### config.mk
export PLATFORM = sky130hd
export DESIGN_NAME = id_stage
export DESIGN_NICKNAME = d
export VERILOG_FILES = /design/src/rtl/id_stage_pkg.sv /design/src/rtl/id_stage_branch_unit.sv /design/src/rtl/id_stage.sv
export SDC_FILE = /design/constraint.sdc
export NUM_CORES = 1
export LEC_CHECK = 0
export BUFFER_PORTS_ARGS = -buffer_cell sky130_fd_sc_hd__buf_2
export CELL_PAD_IN_SITES_DETAIL_PLACEMENT = 0
export CELL_PAD_IN_SITES_GLOBAL_PLACEMENT = 1
export CORE_AREA = 3 3 150 152
export DETAILED_ROUTE_END_ITERATION = 10
export DIE_AREA = 0 0 153 155
export PLACE_DENSITY = 0.92
export SETUP_SLACK_MARGIN = 0.3
export SLEW_MARGIN = 20
export SYNTH_ARGS = -nofsm -noshare
export SYNTH_HDL_FRONTEND = slang
export SYNTH_SLANG_ARGS = --single-unit
### constraint.sdc
create_clock -name clk -period 5.7 [get_ports clk]
set_input_delay 1.14 -clock clk [delete_from_list [all_inputs] [get_ports clk]]
set_output_delay 1.14 -clock clk [all_outputs]
set_load 0.02 [all_outputs]
### src/rtl/id_stage_pkg.sv
// Shared decode constants for the decode stage: LoongArch branch opcodes,
// instruction field positions and the store detector used for read-port selection.
package id_stage_pkg;

  localparam logic [5:0] OP_JIRL = 6'b010011;
  localparam logic [5:0] OP_B    = 6'b010100;
  localparam logic [5:0] OP_BL   = 6'b010101;
  localparam logic [5:0] OP_BEQ  = 6'b010110;
  localparam logic [5:0] OP_BNE  = 6'b010111;
  localparam logic [5:0] OP_BLT  = 6'b011000;
  localparam logic [5:0] OP_BGE  = 6'b011001;
  localparam logic [5:0] OP_BLTU = 6'b011010;
  localparam logic [5:0] OP_BGEU = 6'b011011;

  localparam int OPC_MSB = 31;
  localparam int OPC_LSB = 26;
  localparam int RJ_MSB  = 9;
  localparam int RJ_LSB  = 5;
  localparam int RD_MSB  = 4;
  localparam int RD_LSB  = 0;
  localparam int RK_MSB  = 14;
  localparam int RK_LSB  = 10;

  localparam logic [9:0] OP10_ST_B = 10'b0010100100;
  localparam logic [9:0] OP10_ST_H = 10'b0010100101;
  localparam logic [9:0] OP10_ST_W = 10'b0010100110;

  localparam logic [4:0] BL_LINK_REG = 5'd1;

  // Stores read their data register through the rd field, like branches.
  function automatic logic is_store(input logic [31:0] inst);
    return (inst[31:22] == OP10_ST_B) || (inst[31:22] == OP10_ST_H) ||
           (inst[31:22] == OP10_ST_W);
  endfunction

endpackage

### src/rtl/id_stage_branch_unit.sv
// Combinational branch resolution: decodes the opcode, evaluates the condition
// and forms the redirect target, link flag and writeback register.
module id_stage_branch_unit
  import id_stage_pkg::*;
(
  input  logic [5:0]  opcode_i,
  input  logic [31:0] pc_i,
  input  logic [31:0] inst_i,
  input  logic [31:0] src1_i,
  input  logic [31:0] src2_i,
  output logic        is_br_o,
  output logic        taken_o,
  output logic [31:0] target_o,
  output logic        link_o,
  output logic [4:0]  waddr_o
);

  logic [31:0] off16;
  logic [31:0] off26;
  logic        eq;
  logic        lt_s;
  logic        lt_u;

  // Kept apart from the condition logic: it feeds the rd/rk read-port select.
  assign is_br_o = (opcode_i >= OP_JIRL) && (opcode_i <= OP_BGEU);

  assign off16 = {{14{inst_i[25]}}, inst_i[25:10], 2'b00};
  assign off26 = {{4{inst_i[9]}}, inst_i[9:0], inst_i[25:10], 2'b00};
  assign eq    = (src1_i == src2_i);
  assign lt_s  = ($signed(src1_i) < $signed(src2_i));
  assign lt_u  = (src1_i < src2_i);

  always_comb begin
    taken_o  = 1'b0;
    link_o   = 1'b0;
    waddr_o  = inst_i[RD_MSB:RD_LSB];
    target_o = pc_i + off16;
    case (opcode_i)
      OP_B: begin
        taken_o  = 1'b1;
        target_o = pc_i + off26;
      end
      OP_BL: begin
        taken_o  = 1'b1;
        link_o   = 1'b1;
        waddr_o  = BL_LINK_REG;
        target_o = pc_i + off26;
      end
      OP_JIRL: begin
        taken_o  = 1'b1;
        link_o   = 1'b1;
        target_o = src1_i + off16;
      end
      OP_BEQ:  taken_o = eq;
      OP_BNE:  taken_o = ~eq;
      OP_BLT:  taken_o = lt_s;
      OP_BGE:  taken_o = ~lt_s;
      OP_BLTU: taken_o = lt_u;
      OP_BGEU: taken_o = ~lt_u;
      default: taken_o = 1'b0;
    endcase
  end

endmodule

### src/rtl/id_stage.sv
// Decode stage: one-entry {pc, inst} register between fetch and EXE handshakes,
// register-file read and branch resolution with a same-cycle redirect to fetch.
module id_stage
  import id_stage_pkg::*;
#(
  parameter int BUS_W = 64,
  parameter int RF_AW = 5
) (
  input  logic             clk,
  input  logic             reset,
  input  logic             in_valid,
  output logic             in_ready,
  input  logic [BUS_W-1:0] in_bus,
  input  logic             flush_in,
  input  logic             rf_hazard,
  output logic [RF_AW-1:0] rf_raddr1,
  output logic [RF_AW-1:0] rf_raddr2,
  input  logic [31:0]      rf_rdata1,
  input  logic [31:0]      rf_rdata2,
  output logic             out_valid,
  input  logic             out_ready,
  output logic [31:0]      out_pc,
  output logic [31:0]      out_inst,
  output logic [31:0]      out_src1,
  output logic [31:0]      out_src2,
  output logic             out_link,
  output logic [RF_AW-1:0] out_waddr,
  output logic             is_branch,
  output logic             flush,
  output logic [31:0]      dnpc
);

  logic             valid_q, valid_d;
  logic [BUS_W-1:0] bus_q, bus_d;
  logic [31:0]      pc, inst;
  logic             out_fire;
  logic             br_is_br, br_taken, br_link;
  logic [31:0]      br_target;
  logic [4:0]       br_waddr;
  logic [4:0]       raddr2_sel;

  assign pc   = bus_q[BUS_W-1 -: 32];
  assign inst = bus_q[31:0];

  assign raddr2_sel = (br_is_br || is_store(inst)) ? inst[RD_MSB:RD_LSB]
                                                   : inst[RK_MSB:RK_LSB];
  assign rf_raddr1  = RF_AW'(inst[RJ_MSB:RJ_LSB]);
  assign rf_raddr2  = RF_AW'(raddr2_sel);

  id_stage_branch_unit u_branch (
    .opcode_i (inst[OPC_MSB:OPC_LSB]),
    .pc_i     (pc),
    .inst_i   (inst),
    .src1_i   (rf_rdata1),
    .src2_i   (rf_rdata2),
    .is_br_o  (br_is_br),
    .taken_o  (br_taken),
    .target_o (br_target),
    .link_o   (br_link),
    .waddr_o  (br_waddr)
  );

  assign out_valid = valid_q & ~rf_hazard & ~flush_in;
  assign out_fire  = out_valid & out_ready;
  assign is_branch = out_fire & br_taken;
  assign flush     = is_branch;
  assign dnpc      = is_branch ? br_target : 32'd0;
  // A redirect refuses the wrong-path instruction fetch offers in the same cycle.
  assign in_ready  = (~valid_q | out_fire) & ~is_branch & ~flush_in;

  assign out_pc    = pc;
  assign out_inst  = inst;
  assign out_src1  = rf_rdata1;
  assign out_src2  = rf_rdata2;
  assign out_link  = br_link;
  assign out_waddr = RF_AW'(br_waddr);

  always_comb begin
    valid_d = valid_q;
    bus_d   = bus_q;
    if (flush_in) begin
      valid_d = 1'b0;
    end else if (in_valid && in_ready) begin
      valid_d = 1'b1;
      bus_d   = in_bus;
    end else if (out_fire) begin
      valid_d = 1'b0;
    end
  end

  always_ff @(posedge clk or negedge reset) begin
    if (!reset) begin
      valid_q <= 1'b0;
      bus_q   <= '0;
    end else begin
      valid_q <= valid_d;
      bus_q   <= bus_d;
    end
  end

endmodule
# Word-level counts from Yosys, hierarchy flattened

Cells that the tools add are included.

Add/subtract/negate cells: 3
Bitwise gates (word level): 14
Reductions and logical operators: 10
Magnitude comparators: 4
Equality and inequality tests: 13
Multiply operators: 0
Divide/modulo/power cells: 0
Shifts and indexed selects: 0
Muxes and demuxes: 9

Operators by type and width:

| cell                                                           | count |
|---|---|
| adder 32 bit                                                   | 3 |
| < comparator 32 bit                                            | 2 |
| case mux 32 bit (2 select lines)                               | 1 |
| == test 6 x 5 -> 1 bit, second input constant                  | 9 |
| == test 32 bit                                                 | 1 |
| 2-to-1 mux 32 bit                                              | 1 |
| == test 10 x 8 -> 1 bit, second input constant                 | 3 |
| 2-to-1 mux 5 bit                                               | 2 |
| inverter 1 bit                                                 | 7 |
| case mux 1 bit (7 select lines)                                | 1 |
| AND 1 bit                                                      | 6 |
| >= comparator 6 x 5 -> 1 bit, second input constant            | 1 |
| less-or-equal comparator 6 x 5 -> 1 bit, second input constant | 1 |
| 2-to-1 mux 1 bit                                               | 4 |
| OR reduction 2 bit                                             | 2 |
| logical OR 1 bit                                               | 3 |
| nonzero test 3 bit                                             | 1 |
| OR reduction 3 bit                                             | 1 |
| logical AND 1 bit                                              | 2 |
| AND reduction 2 bit                                            | 1 |
| bitwise OR 1 bit                                               | 1 |

Latch bits: 0
Output and inout bits: 180
Memories: 0
RAM bits: 0
Bits of input ports: 134
Bits in read-only memories: 0
Register bits: 65

# Depth between registers and ports, before layout

Depth in word-level cells: 11
Gate-level depth with buffers: 16
Mapped depth without buffers: 15

# Cells and area by module

A second synthesis with hierarchy kept.

Cell total of the unflattened synthesis: 879
Area total of the unflattened synthesis: 7831.3 µm²

By module, submodules not included:

| module               | times used | area each (µm²) | cells an instance |
|---|---|---|---|
| id_stage_branch_unit | 1          | 4524.3          | 620 |
| id_stage             | 1          | 3306.9          | 259 |

# Worst setup path before layout

OpenSTA, ideal clock, no wires.

Path kind: register -> output
Start point: reg bus_q[31]
End point: out dnpc[31]
Stages on the path, launching flop included: 13
Data arrival time: 4616 ps
Slack: -56 ps
Data required time: 4560 ps
Path buffers: 1
Cell sequence: dfrtp_1 > or3b_2 > nor2_1 > clkbuf_1 > mux2_2 > ha_1 > a2111o_1 > nor3_1 > or2_2 > o221a_2 > o311ai_0 > a311o_1 > o41ai_1

Word-level cells in the longest chain between the ends: 5
Elaborated cells on any way between the ends: 15
Classes of those cells: 9 x eq/ne; 3 x mux; 1 x bitwise; 2 x reduce/logical

RTL lines:

| what                            | RTL line                   | RTL |
|---|---|---|
| from (decl)                     | id_stage.sv:34             | `logic [BUS_W-1:0] bus_q, bus_d;` |
| from (signal assigned)          | id_stage.sv:97             | `bus_q <= bus_d;` |
| == test 6 x 5 -> 1 bit          | id_stage_branch_unit.sv:38 | `case (opcode_i)` |
| OR reduction 3 bit (no line)    | n/a                        |  |
| case mux 1 bit (7 select lines) | id_stage_branch_unit.sv:38 |  |
| AND 1 bit                       | id_stage.sv:65             | `assign is_branch = out_fire & br_taken;` |
| 2-to-1 mux 32 bit (*)           | id_stage.sv:67             | `assign dnpc = is_branch ? br_target : 32'd0;` |
| to (decl)                       | id_stage.sv:30             | `output logic [31:0] dnpc` |

Mark *: on every way between the ends. The rest lies on a longest branch, timed or not.

# Final worst setup path

Start point: reg bus_q[29]
End point: out dnpc[25]

The elaborated chain is that of the path after synthesis.

==> results.yml <==
drt:
  wl_um: 27300
  dr.pass1.iters: 5
  num_vias: 7626
  post_drt_via_cell_ratio: 5.31
  drtIter0Drc: 363
  drc: 0
  avgRoutedWirePerCell_um: 19.0
  antenna_left: 0
yosys:
  synth_area_leaders: "dfrtp_1 (21%), ha_1 (14%), mux2_4 (9.3%)"
  yosys_warnings: 0
  yosysUniqueCellTypes: 63
  syn_area_um2: 7880
  synth_edf_count: 0
  syn_nets: 1113
  ys.flop_type: "dfrtp_1"
  synth_area_per_cell_um2: 8.88
  yosys.area.top_type: "dfrtp_1"
  ys_ff_latch: 65
  ys_async_sr_fraction: 1.00
  syn_inst: 887
  ys_seq_area_frac: 0.206
  netlist.area_leader.share: 0.206
placed_design:
  io_buffer_count: 313
  dp_hpwl_um: 22000
  place_congestion: 0.922
  place_area_um2: 9330
sta:
  max-slew-margin-rel: 0.401
  fmax_mhz: 187
  fin_crit_sh: 0.940
  layout_min_cycle_time_ns: 5.36
  setup_violations: 0
  rsz0062_at_grt: "true"
  hold_violations: 0
  skew_ns: 0.0109
  tightest_slew_ns: 0.899
  tns_ns: 0
  maxSlewViolCount: 0
layout:
  fin_area_um2: 10200
  final_common_cell: "buf_2"
  area_delta_synth_final_pct: 29.3
  nets: 1380
  final_cell_mix: "buf_2 (305), ha_1 (77), a21oi_1 (66)"
  nFillCells: 2057
  drive_above_1_share: 0.456
  fin_util: 0.481
cts:
  cts_sinks: 65
  cts_max_path_buffers: 2
  clk_pin_slew_ns: 0.06
  cts-buffers-inserted: 9
  cts_max_level: 3
  cts_tree: "built"
  cts_root_buf: "clkbuf_16"
  holdBufCountCts: 0
  clock_latency_ns: 0.35
die:
  die_area_um2: 23700
  rows: 53
  core_um2: 21200
  die_w_um: 153
  die_h_um: 155
  pin_count: 314
  initial_core_util: 0.372
global_route:
  overflow: 0
  antenna_found_initial: 1
  grt_pass1_wl_um: 42100
  grt.total_usage: 0.224
  grt_max_degree: 66
  grt_pass1_vias: 7598
worst_setup_path:
  arrival_ns: 4.22
  cp_max_fo: 6
  critPathKind: "register to output port"
  cp-start-kind: "register"
  required_ns: 4.56
  end_kind: "output port"
pwr:
  power_mw: 4.03
  p_leak_nw: 5.15
  cellPowerDensity_nw_per_um2: 395
  ir_worst_vdd_uv: 206
worst_hold_path:
  hp-class: "register to register"
job:
  max-cap-violations: 0
outcome:
  status: "complete, no violations"
## logic make-up after synthesis
kind of cell | after synthesis | share of synthesized area
AOI/OAI and AO/OA | 223 | 0.184
adders and majority gates | 92 | 0.148
DFF | 65 | 0.206
xor gates and xnor gates | 44 | 0.0489
buffers and inverters | 142 | 0.107
and+or+nand+nor | 216 | 0.133
muxes | 105 | 0.172
## what timing repair did
item | CTS | global route
pin swaps | 13 | 37
endpoints found under the setup margin | 19 | 15
resized for setup | 38 | 50
buffers inserted | 7 | 12
## power breakdown
part	internal (mW)	switching, mW
Combinational	1.23	1.49
Sequential	0.566	0.163
Clock	0.350	0.222
Total	2.15	1.88
## cells in the mapped netlist (2+ instances only)
| cell type | count |
|---|---|
| a31oi_1 | 7 |
| a221o_1 | 2 |
| a2111oi_0 | 3 |
| or2_2 | 4 |
| o21ai_0 | 33 |
| buf_6 | 6 |
| dfrtp_1 | 65 |
| xnor2_1 | 28 |
| a211oi_1 | 20 |
| xor2_1 | 16 |
| o21bai_1 | 11 |
| nand4_1 | 13 |
| o311ai_0 | 2 |
| or3_1 | 4 |
| o31ai_1 | 7 |
| o211ai_1 | 7 |
| and4_1 | 2 |
| mux2_4 | 49 |
| nor3b_1 | 4 |
| nor4bb_1 | 2 |
| nor2b_1 | 7 |
| nor3_1 | 22 |
| a41oi_1 | 2 |
| mux2_2 | 49 |
| mux2i_1 | 7 |
| clkbuf_1 | 17 |
| a211o_1 | 2 |
| nor2_1 | 65 |
| a21boi_0 | 4 |
| o22ai_1 | 2 |
| a311oi_1 | 2 |
| nor4_1 | 3 |
| nand3_1 | 20 |
| and2_1 | 8 |
| nand2b_1 | 7 |
| nand4b_1 | 2 |
| buf_4 | 71 |
| a21oi_1 | 73 |
| a21o_1 | 29 |
| nand2_1 | 48 |
| o21a_1 | 4 |
| ha_1 | 90 |
| fa_1 | 2 |
| inv_1 | 47 |
## state kept, by name (all words and copies together), names as in the netlist
signal   cells
valid_q      1
bus_q       64
## per-layer routing
layer | share of wire | wire length, um | GRT usage | vias to the layer above
li1 | - | - | - | 3715
met1 | 0.43 | 11700 | 0.283 | 3594
met2 | 0.49 | 13200 | 0.387 | 272
met3 | 0.061 | 1670 | 0.0470 | 43
met4 | 0.023 | 634 | 0.0645 | 2
met5 | 0.00048 | 13 | 0 | -
## cell type report
| type | instances | area, um^2 | share of cell area |
|---|---|---|---|
| diodes | 1 | 2.50 | 0.000246 |
| clock buffers | 13 | 250 | 0.0246 |
| clock inverters | 3 | 40.0 | 0.00393 |
| inverters | 47 | 176 | 0.0173 |
| multi-input cells | 680 | 5810 | 0.570 |
| well taps | 275 | 344 | 0.0338 |
| repair buffers | 351 | 1940 | 0.190 |
| flip-flops and latches | 65 | 1630 | 0.160 |
## final timing paths
kind	startpoint	endpoint	slack [ns]	depth (start not counted)
setup / recovery	bus_q[29]	dnpc[25]	0.34	17
hold / removal	bus_q[33]	bus_q[33]	0.54	1
setup reg to reg	bus_q[31]	bus_q[39]	2.61	9
hold reg to reg	bus_q[33]	bus_q[33]	0.54	1
max in group asynchronous	reset	bus_q[57]	4.18	1
min in group asynchronous	reset	bus_q[52]	0.88	1
## through the flow
stage                     cells  hold WS [ns]  worst slack, ns
after floorplan             887         0.594            0.327
after CTS                  1422         0.534            0.293
after detailed placement   1399         0.519           0.0667
final                      1435         0.536            0.344
after global placement     1399         0.516            0.118
after global routing       1434         0.558            0.210
## worst max-delay path, stage by stage (launching register included)
cell and delay (ns):
dfrtp_1 0.37, or3b_4 0.42, nor2_4 0.14, buf_12 0.14, buf_6 0.12, mux2_2 0.37
ha_1 0.32, a211oi_2 0.09, nor3_2 0.29, nor3_4 0.08, or2_4 0.26, o221a_4 0.27
buf_4 0.14, o31ai_1 0.19, nor2_1 0.08, xor2_1 0.15, a211oi_1 0.23, buf_2 0.21
No activity file was read; power rests on OpenSTA's default activity.
